## config.mk

```make
export PLATFORM = sky130hd
export DESIGN_NAME = blt_mem_arbiter
export DESIGN_NICKNAME = d
export VERILOG_FILES = /design/src/rtl/blt_mem_arbiter.sv
export SDC_FILE = /design/constraint.sdc
export NUM_CORES = 1
export LEC_CHECK = 0
export ABC_CLOCK_PERIOD_IN_PS = 1500
export CAP_MARGIN = 15
export CORE_ASPECT_RATIO = 1.2
export CORE_MARGIN = 3
export CORE_UTILIZATION = 35
export CTS_CLUSTER_SIZE = 8
export DETAILED_ROUTE_END_ITERATION = 10
export GPL_TIMING_DRIVEN = 0
export PLACE_DENSITY = 0.72
export SYNTH_ARGS = -nofsm -noshare
export SYNTH_HDL_FRONTEND = slang
export SYNTH_SLANG_ARGS = --single-unit
```

## constraint.sdc

```tcl
create_clock -name clk -period 1.5 [get_ports clk]
set_input_delay 0.15 -clock clk [delete_from_list [all_inputs] [get_ports clk]]
set_output_delay 0.15 -clock clk [all_outputs]
set_load 0.05 [all_outputs]
```

## src/rtl/blt_mem_arbiter.sv

```systemverilog
// Purpose: arbitrates the shared video/work RAM port between the 6809 CPU and the blitter, including the CPU halt handshake.
// Latency: read READ_LATENCY+2, full write 2, suppressed write 1, nibble RMW READ_LATENCY+3 cycles from request to blt_ack.
// Backpressure: the blitter holds read/write until blt_ack; requests are sampled only in B_IDLE, one at a time.
module blt_mem_arbiter #(
    parameter int READ_LATENCY = 2,
    parameter int ADDR_W       = 16
) (
    input  logic              clk,
    input  logic              reset,
    input  logic              e_sync,
    input  logic              cpu_ba,
    input  logic [ADDR_W-1:0] cpu_address,
    input  logic [7:0]        cpu_data_out,
    input  logic              cpu_rd,
    input  logic              cpu_wr,
    output logic              cpu_halt,
    input  logic              halt,
    output logic              halt_ack,
    input  logic              read,
    input  logic              write,
    input  logic [ADDR_W-1:0] blt_address,
    input  logic [7:0]        blt_data_out,
    input  logic              en_upper,
    input  logic              en_lower,
    output logic              blt_ack,
    output logic [7:0]        blt_data_in,
    output logic [ADDR_W-1:0] mem_address,
    output logic [7:0]        mem_data_out,
    input  logic [7:0]        mem_data_in,
    output logic              mem_rd,
    output logic              mem_wr
);

    typedef enum logic [2:0] {
        CPU_OWN,
        HALT_WAIT,
        B_IDLE,
        B_RD,
        B_RMW,
        B_WR,
        B_ACK
    } state_t;

    // Counter compares against the read latency; 3 bits covers the legal 1..4 range.
    localparam logic [2:0] RD_LAT = 3'(READ_LATENCY);

    state_t            state, state_nxt;
    logic              cpu_halt_nxt, halt_ack_nxt, blt_ack_nxt;
    logic [7:0]        blt_data_in_nxt;
    logic              rd_q, rd_nxt, wr_q, wr_nxt;
    logic [ADDR_W-1:0] addr_q, addr_nxt;
    logic [7:0]        wdat_q, wdat_nxt;
    logic              en_up_q, en_up_nxt, en_lo_q, en_lo_nxt;
    logic [2:0]        cnt, cnt_nxt;

    // Register stage: all state and registered outputs; reset aborts any access in flight.
    always_ff @(posedge clk) begin
        if (reset) begin
            state       <= CPU_OWN;
            cpu_halt    <= 1'b0;
            halt_ack    <= 1'b0;
            blt_ack     <= 1'b0;
            blt_data_in <= 8'h00;
            rd_q        <= 1'b0;
            wr_q        <= 1'b0;
            addr_q      <= '0;
            wdat_q      <= 8'h00;
            en_up_q     <= 1'b0;
            en_lo_q     <= 1'b0;
            cnt         <= 3'd0;
        end else begin
            state       <= state_nxt;
            cpu_halt    <= cpu_halt_nxt;
            halt_ack    <= halt_ack_nxt;
            blt_ack     <= blt_ack_nxt;
            blt_data_in <= blt_data_in_nxt;
            rd_q        <= rd_nxt;
            wr_q        <= wr_nxt;
            addr_q      <= addr_nxt;
            wdat_q      <= wdat_nxt;
            en_up_q     <= en_up_nxt;
            en_lo_q     <= en_lo_nxt;
            cnt         <= cnt_nxt;
        end
    end

    // Next-state and next-register logic; strobes default low so each is a single-cycle pulse.
    always_comb begin
        state_nxt       = state;
        cpu_halt_nxt    = cpu_halt;
        halt_ack_nxt    = halt_ack;
        blt_data_in_nxt = blt_data_in;
        rd_nxt          = 1'b0;
        wr_nxt          = 1'b0;
        addr_nxt        = addr_q;
        wdat_nxt        = wdat_q;
        en_up_nxt       = en_up_q;
        en_lo_nxt       = en_lo_q;
        cnt_nxt         = cnt;

        case (state)
            CPU_OWN: begin
                if (halt) begin
                    cpu_halt_nxt = 1'b1;
                    state_nxt    = HALT_WAIT;
                end
            end
            HALT_WAIT: begin
                // A withdrawn halt wins over a simultaneous bus grant.
                if (!halt) begin
                    cpu_halt_nxt = 1'b0;
                    state_nxt    = CPU_OWN;
                end else if (cpu_ba && e_sync) begin
                    halt_ack_nxt = 1'b1;
                    state_nxt    = B_IDLE;
                end
            end
            B_IDLE: begin
                cnt_nxt = 3'd0;
                if (read) begin
                    addr_nxt  = blt_address;
                    rd_nxt    = 1'b1;
                    state_nxt = B_RD;
                end else if (write) begin
                    addr_nxt  = blt_address;
                    wdat_nxt  = blt_data_out;
                    en_up_nxt = en_upper;
                    en_lo_nxt = en_lower;
                    if (en_upper && en_lower) begin
                        wr_nxt    = 1'b1;
                        state_nxt = B_WR;
                    end else if (!en_upper && !en_lower) begin
                        state_nxt = B_ACK;
                    end else begin
                        rd_nxt    = 1'b1;
                        state_nxt = B_RMW;
                    end
                end else if (!halt) begin
                    halt_ack_nxt = 1'b0;
                    cpu_halt_nxt = 1'b0;
                    state_nxt    = CPU_OWN;
                end
            end
            B_RD: begin
                if (cnt == RD_LAT) begin
                    blt_data_in_nxt = mem_data_in;
                    state_nxt       = B_ACK;
                end else begin
                    cnt_nxt = cnt + 3'd1;
                end
            end
            B_RMW: begin
                if (cnt == RD_LAT) begin
                    wdat_nxt  = en_up_q ? {wdat_q[7:4], mem_data_in[3:0]}
                                        : {mem_data_in[7:4], wdat_q[3:0]};
                    wr_nxt    = 1'b1;
                    state_nxt = B_WR;
                end else begin
                    cnt_nxt = cnt + 3'd1;
                end
            end
            B_WR:    state_nxt = B_ACK;
            B_ACK:   state_nxt = B_IDLE;
            default: state_nxt = CPU_OWN;
        endcase

        // Ack is high exactly for the single cycle spent in B_ACK.
        blt_ack_nxt = (state_nxt == B_ACK);
    end

    // RAM port: CPU passthrough while it owns the bus, otherwise the blitter-side registers.
    always_comb begin
        if (state == CPU_OWN) begin
            mem_address  = cpu_address;
            mem_data_out = cpu_data_out;
            mem_rd       = cpu_rd;
            mem_wr       = cpu_wr;
        end else begin
            mem_address  = addr_q;
            mem_data_out = wdat_q;
            mem_rd       = rd_q;
            mem_wr       = wr_q;
        end
    end

endmodule

```

Word-level counts from Yosys, hierarchy flattened
Cells that the tools add are included.
{"block": "word_totals", "regBits": 44, "inputBits": 67, "out_inout_bits": 37, "wordCells": 99}
{"block": "op_classes", "addsub": 1, "eq_ne": 19, "n_mux": 44, "n_bitwise": 2, "reduce_logical": 21}
{"operator": "$mux 16", "count": 3}
{"operator": "$mux 8", "count": 5}
{"operator": "$mux 3", "count": 9}
{"operator": "$ne 2x2->1 const B", "count": 11}
{"operator": "$pmux 3 s7", "count": 1}
{"operator": "$mux 1", "count": 19}
{"operator": "$pmux 8 s2", "count": 1}
{"operator": "$eq 3x3->1 const B", "count": 4}
{"operator": "$reduce_and 5->1", "count": 2}
{"operator": "$eq 3x2->1 const B", "count": 3}
{"operator": "$reduce_bool 2->1", "count": 4}
{"operator": "$pmux 3 s2", "count": 1}
{"operator": "$reduce_and 2->1", "count": 3}
{"operator": "$reduce_and 6->1", "count": 1}
{"operator": "$mux 2", "count": 2}
{"operator": "$pmux 1 s2", "count": 2}
{"operator": "$reduce_and 4->1", "count": 1}
{"operator": "$reduce_or 2->1", "count": 2}
{"operator": "$add 3x1->3 const B", "count": 1}
{"operator": "$eq 3x1->1 const B", "count": 1}
{"operator": "$logic_and 1x1->1", "count": 3}
{"operator": "$logic_not 3->1", "count": 1}
{"operator": "$pmux 1 s3", "count": 1}
{"operator": "$reduce_and 3->1", "count": 1}
{"operator": "3 further kinds", "count": 5}

Depth between registers and ports, before layout
Gate-level depths: netlist of run 1.
{"block": "depth", "ltp_word": 8, "depth_mapped": 7, "mapped_depth_nobuf": 6}

Worst setup path before layout of run 1
No wires, ideal clock.
{"block": "synth_path", "path_kind": "register -> output", "from": "register state[2]", "to": "output mem_data_out[0]", "t_arrival_ns": 2.006, "required_time_ns": 1.350, "path_slack_ns": -0.656, "stages_incl_launch_ff": 5, "path_buffers": 2, "cell_sequence": "dfxtp_1 -> buf_2 -> nor3_1 -> buf_2 -> o21ai_0"}
{"block": "synth_via", "elab_chain_len": 2}
{"item": "start, declared", "line": "47", "source": "state_t state, state_nxt;"}
{"item": "start signal, assigned", "line": "72", "source": "state <= state_nxt;"}
{"item": "$logic_not 3->1", "line": "173", "source": "if (state == CPU_OWN) begin"}
{"item": "$mux 8", "line": "173"}
{"item": "end, declared", "line": "28", "source": "output logic [7:0] mem_data_out,"}
Every way passes these cells.

Worst setup path after layout of run 1
{"block": "layout_path", "from": "register state[1]", "to": "output mem_address[11]"}
{"block": "layout_via", "elab_chain_len": 2}
{"item": "$logic_not 3->1", "line": "173"}
{"item": "$mux 16", "line": "173"}
{"item": "end, declared", "line": "27", "source": "output logic [ADDR_W-1:0] mem_address,"}
Every way passes these cells.

==> results of run 1 <==
==> power by group <==
part           total [W]  switching (W)  internal [W]
registers        0.00119      0.0000111       0.00118
clock network   0.000737       0.000413      0.000325
logic            0.00109       0.000552      0.000536
==> stage by stage <==
stage	area, um^2	utilization	TNS, ns	instances
detailed placement	3523	0.5677	-26.48	449
finish	4374	0.7048	-12.20	489
CTS	4104	0.6613	-10.45	485
global placement	3523	0.5677	-25.12	449
floorplan	2410	-	-0.4556	266
global route	4374	0.7048	-15.81	489
==> cells by family after synthesis <==
logic type / count (synthesis) / share of synthesized area
and+or+nand+nor: 97 / 0.2243
AOI/OAI and AO/OA: 66 / 0.1725
DFF: 44 / 0.3843
muxes: 31 / 0.1474
buffers and inverters: 24 / 0.04967
adders and majority gates: 4 / 0.02183
==> what timing repair did <==
action,4_1_cts,5_1_grt
pin swaps,20,29
gates resized for setup,269,67
gates cloned,5,0
endpoints found under the setup margin,68,69
setup buffers,23,9
==> synth_stat cells <==
cell	count	area [um^2]
a21boi_0	1	7.510
inv_1	7	26.28
o22ai_1	1	6.260
buf_2	7	35.03
ha_1	4	50.05
o21ai_0	17	85.08
mux2i_1	9	90.09
clkbuf_1	6	22.52
mux2_2	22	247.7
buf_6	1	11.26
a21o_1	1	7.510
nor2b_1	2	12.51
nand3b_1	4	30.03
nand4bb_1	1	11.26
a22o_4	1	17.52
or3_1	4	25.02
nand2b_1	5	31.28
a31oi_1	1	6.260
a221oi_1	5	43.79
and2_1	1	6.260
nor2_1	21	78.83
and3b_1	2	17.52
or3b_1	2	17.52
nor3b_4	1	18.77
o21ai_1	1	5.000
buf_4	2	15.01
a32oi_1	1	8.760
nor2_4	1	11.26
dfxtp_1	44	880.8
nor3b_2	1	12.51
o21ai_2	1	8.760
nor3_1	4	20.02
nand2_4	1	11.26
a21oi_1	29	145.1
nand2_1	44	165.2
nor4b_4	1	23.77
buf_1	1	3.750
a31o_2	1	8.760
nand3_1	1	5.000
nor3_4	1	16.27
o21a_1	2	15.01
a211oi_1	4	30.03
==> registers in the layout (all words and copies together) (netlist names) <==
register and count:
halt_ack 1, state 3, wr_q 1, blt_data_in 8, cpu_halt 1, blt_ack 1, wdat_q 8, rd_q 1
addr_q 16, cnt 3, en_up_q 1
==> final timing paths <==
path | depth (start not counted) | slack [ns] | endpoint | startpoint
setup / recovery | 6 | -0.35 | mem_address[11] | state[1]$_SDFF_PP0_
setup reg to reg | 7 | -0.24 | wdat_q[3]$_SDFFE_PP0P_ | state[1]$_SDFF_PP0_
hold / removal | 2 | 0.26 | state[2]$_SDFF_PP0_ | reset
hold reg to reg | 2 | 0.46 | addr_q[4]$_SDFFE_PP0P_ | addr_q[4]$_SDFFE_PP0P_
==> routing by layer <==
layer,routed length (um),global-route usage
met4,154,0.07465
met3,395,0.03531
met5,0,0
met2,4487,0.3872
met1,3192,0.2370
==> cell type report <==
class / instances / area (um^2) / share of cell area
multi-input cells: 198 / 1735 / 0.3967
repair buffers: 134 / 1373 / 0.3138
flip-flops and latches: 44 / 893.4 / 0.2042
plain buffers: 16 / 156.4 / 0.03576
well taps: 82 / 102.6 / 0.02346
clock buffers: 5 / 68.82 / 0.01573
inverters: 7 / 26.28 / 0.006007
clock inverters: 3 / 18.77 / 0.004291
==> worst reg2reg max path, delay by kind of cell, from the launching register on <==
| family | cells | cell delay (ns) |
|---|---|---|
| AO/OA/AOI/OAI | 3 | 0.62 |
| buffers and inverters | 3 | 0.36 |
| flip-flops | 1 | 0.36 |
| AND/OR/NAND/NOR | 1 | 0.33 |
==> qor.csv, run 1 <==
metric;value;unit
Nets;477;
first-pass GRT wire length;12.25;mm
share of layout cells above drive strength 1;0.4349;
WS Path Type;flip-flop to output pin;
yosys warns;0;
CP Data Arrival Time;1.70;ns
largest fanout on the critical path;5;
element type at the critical path start;flip-flop;
Initial Util;0.3694;
Area Overhead vs Synth;90.83;%
Mapped Cells;266;
GR Util All Layers;0.2084;
crit-path cells;buf_8 -> nor3_4 -> buf_6 -> buf_8 -> mux2_4 -> buf_6;
Slew Viols, Final;0;
fill cell count;456;
die area;0.007560;mm^2
Pleak;1.780;nW
commonest non-fill, non-tap cell in the layout;clkdlybuf4s50_1;
Critical Path End Type;output pin;
CP delay by family, top;buffers and inverters;
Clk pin slew, worst setup/hold paths;0.08;ns
register bit total from synthesis;44;
Max-slew headroom;0.4810;
die width;79.88;um
Post-CTS Hold Buffers;0;
VDD IR max;0.4294;mV
ant diodes;0;
GP Congestion;0.8246;
Seq/Total Area, Yosys;0.3843;
most frequent cells in the layout;64 x clkdlybuf4s50_1, 44 x buf_6, 40 x dfxtp_1;
Setup-failing EPs final;58;
largest net degree at the start of global routing;15;
CTS tree;built;
Avg Synthesized Cell Area;8.617;um^2
FMAX;539.7;MHz
max cap viols;0;
Placement Setup Slack;-0.7779;ns
clock buffer count from CTS;5;
Power Density;689.2;mW/mm^2
Setup Skew;0.01051;ns
Buf/Inv on CP;4;
failing checks;setup timing;
Pre-Repair DR Iteration Count;4;
Core ar.;0.006206;mm^2
# clock sinks;44;
Setup WS post-layout;-0.3530;ns
synth unique cells;42;
Placement Rows;31;
Root Buffer;clkbuf_8;
mapped cell area;0.002292;mm^2
# DRC;0;
max incr delay on CP;0.36;ns
# H-tree levels;2;
total gr overflow;0;
routed length per instance;16.83;um
Crit-path slowest cell;dfxtp_4;
clk_lat worst skew;0.30;ns
DRT antenna net count;0;
Die H;94.65;um
Final min period;1.853;ns
port buffer count;101;
Worst-Margin Slew;0.7785;ns
minimum hold slack;0.2589;ns
vias in the first global route;2476;
post-route clock period utilization;1.235;
Power Total;0.003015;W
Post-Route WL;8.230;mm
initial antenna violation count;0;
syn nets;337;
vias post-DR;2454;
Worst Hold Class;input port to flip-flop;
result of the run;finished with violations;
Detail Placement HPWL;5.059;mm
final hold vios;0;
Max Root-Sink Buffers;2;
IO Pins;104;
CP required;1.35;ns
post-DR vias/cell;5.018;
initial DRC count;65;
RSZ-0062 raised after global routing;yes;
No activity file was read; power rests on OpenSTA's default activity.
==> run 2, diff against run 1 <==
- GPL_ROUTABILITY_DRIVEN: unset -> 0
==> results of run 2 <==
The final DEF is identical to that of run 1; final timing and power are the same.
==> run 3, diff against run 2 <==
- SETUP_SLACK_MARGIN: unset -> 0.3
- SKIP_CTS_REPAIR_TIMING: unset -> 1
==> qor.csv, run 3 (synthesis gave the netlist of run 1 again) <==
metric;value;unit;change
Setup Skew;0.008023;ns;was 0.01051 ns
post-route clock period utilization;1.297;;was 1.235
Post-Route WL;7.415;mm;was 8.230 mm
die area;0.007560;mm^2;unchanged
Core ar.;0.006206;mm^2;unchanged
CP endpoint;mem_data_out[7];;was mem_address[11]
most frequent CP cell;buf_8;;
vias post-DR;2409;;was 2,454
Final min period;1.946;ns;was 1.853 ns
post-DR vias/cell;4.936;;was 5.018
Initial Util;0.3694;;unchanged
Worst R2R Start;state[0]$_SDFF_PP0_;;was state[1]$_SDFF_PP0_
CTS tree;built;;unchanged
initial DRC count;58;;was 65
Setup-failing EPs final;52;;was 58
Placement Rows;31;;unchanged
met3 Use GR;0.03149;;was 0.03531
Crit-path slowest cell;dfxtp_4;;unchanged
Setup WS post-layout;-0.4455;ns;was -0.3530 ns
Die H;94.65;um;unchanged
Nets;476;;was 477
GR Util All Layers;0.1720;;was 0.2084
Area Overhead vs Synth;84.66;%;was 90.83%
reg2reg setup slack;-0.17;ns;was -0.24 ns
Worst Reg-to-Reg Cells;7;;unchanged
VDD IR max;0.4113;mV;was 0.4294 mV
max cap viols;0;;unchanged
Root Buffer;clkbuf_8;;unchanged
met2 usage;0.3175;;was 0.3872
Placement Setup Slack;-0.7054;ns;was -0.7779 ns
Pre-Repair DR Iteration Count;4;;unchanged
capture point of the worst reg-to-reg path;wdat_q[5]$_SDFFE_PP0P_;;was wdat_q[3]$_SDFFE_PP0P_
most frequent cells in the layout;63 x clkdlybuf4s50_1, 40 x dfxtp_1, 38 x nand2_1;;was 64 x clkdlybuf4s50_1, 44 x buf_6, 40 x dfxtp_1
gr busiest metal;met2;;unchanged
Critical Path End Type;output pin;;unchanged
clk_lat worst skew;0.30;ns;about the same
Biggest register;addr_q;;unchanged
routed length per instance;15.19;um;was 16.83 um
crit-path cells;buf_8 -> nor3_4 -> buf_6 -> clkbuf_16 -> mux2_4 -> buf_8;;was buf_8 -> nor3_4 -> buf_6 -> buf_8 -> mux2_4 -> buf_6
die width;79.88;um;unchanged
max incr delay on CP;0.36;ns;about the same
biggest regs;addr_q x16, blt_data_in x8, wdat_q x8;;unchanged
CP Launch Point;state[0]$_SDFF_PP0_;;was state[1]$_SDFF_PP0_
CP required;1.35;ns;about the same
Max Root-Sink Buffers;2;;unchanged
Slew Viols, Final;0;;unchanged
Detail Placement HPWL;5.202;mm;was 5.059 mm
# H-tree levels;2;;unchanged
commonest non-fill, non-tap cell in the layout;clkdlybuf4s50_1;;unchanged
Worst-Margin Slew;0.6424;ns;was 0.7785 ns
largest net degree at the start of global routing;14;;was 15
GRT met1 Usage;0.2020;;was 0.2370
WS Path Type;flip-flop to output pin;;unchanged
# DRC;0;;unchanged
largest fanout on the critical path;6;;was 5
final hold vios;0;;unchanged
first-pass GRT wire length;10.36;mm;was 12.25 mm
Pleak;1.697;nW;was 1.780 nW
Power Density;743.5;mW/mm^2;was 689.2 mW/mm^2
# clock sinks;44;;unchanged
DRT antenna net count;0;;unchanged
IO Pins;104;;unchanged
element type at the critical path start;flip-flop;;unchanged
ant diodes;0;;unchanged
Max-slew headroom;0.5718;;was 0.4810
CP Data Arrival Time;1.80;ns;was 1.70 ns
port buffer count;101;;unchanged
total gr overflow;0;;unchanged
initial antenna violation count;0;;unchanged
accumulated negative setup slack;-13.06;ns;was -12.20 ns
Largest register FFs;16;;unchanged
FMAX;514.0;MHz;was 539.7 MHz
Worst Hold Class;input port to flip-flop;;unchanged
failing checks;setup timing;;unchanged
result of the run;finished with violations;;unchanged
share of layout cells above drive strength 1;0.3768;;was 0.4349
clock buffer count from CTS;5;;unchanged
Clk pin slew, worst setup/hold paths;0.08;ns;about the same
vias in the first global route;2171;;was 2,476
RSZ-0062 raised after global routing;yes;;unchanged
-- run 3: layer usage --
metal  up-vias  part of all wire
met4         0             0.015
met2        81              0.53
met3         8             0.064
met5         -                 0
li1       1213                 -
met1      1107              0.39
-- run 3: worst max-delay path: cells and delay by family, from the launching register on --
kind	cells	cell delay [ns]
flops	1	0.36
buf+inv	4	0.63
mux	1	0.31
simple gates	1	0.18
-- run 3: worst min path at each step --
stage / endpoint / slack [ns] / cells past startpoint / from
detailed placement: addr_q[0]$_SDFFE_PP0P_ / 0.45 / 2 / addr_q[0]$_SDFFE_PP0P_
floorplan: addr_q[0]$_SDFFE_PP0P_ / 0.29 / 2 / blt_address[0]
CTS: state[2]$_SDFF_PP0_ / 0.28 / 2 / reset
global route: state[2]$_SDFF_PP0_ / 0.32 / 2 / reset
global placement: addr_q[1]$_SDFFE_PP0P_ / 0.44 / 2 / addr_q[1]$_SDFFE_PP0P_
finish: state[2]$_SDFF_PP0_ / 0.27 / 2 / reset
-- run 3: area by class of cell --
class | instances | area, um^2
fillers | 488 | 1973
clock inverters | 1 | 5.005
repair buffers | 132 | 1328
inverters | 7 | 26.28
multi-input cells | 198 | 1614
well taps | 82 | 102.6
clock buffers | 7 | 97.59
flip-flops and latches | 44 | 893.4
plain buffers | 17 | 166.4
-- run 3: stage by stage --
step           cell area (um^2)  utilization  power [W]  instances  hold slack, ns
2_1_floorplan              2556            -   0.001789        266          0.2860
3_5_place_dp               3670       0.5913   0.002143        449          0.4459
4_1_cts                    3772       0.6079   0.002974        457          0.2785
6_report                   4233       0.6821   0.003147        488          0.2724
3_3_place_gp               3670       0.5913   0.002135        449          0.4427
5_1_grt                    4233       0.6821   0.003260        488          0.3223
-- run 3: power by group --
part / switching [W] / internal, W
sequential: 0.00000998 / 0.00118
clock: 0.000407 / 0.000428
combinational: 0.000550 / 0.000574
total: 0.000967 / 0.00218
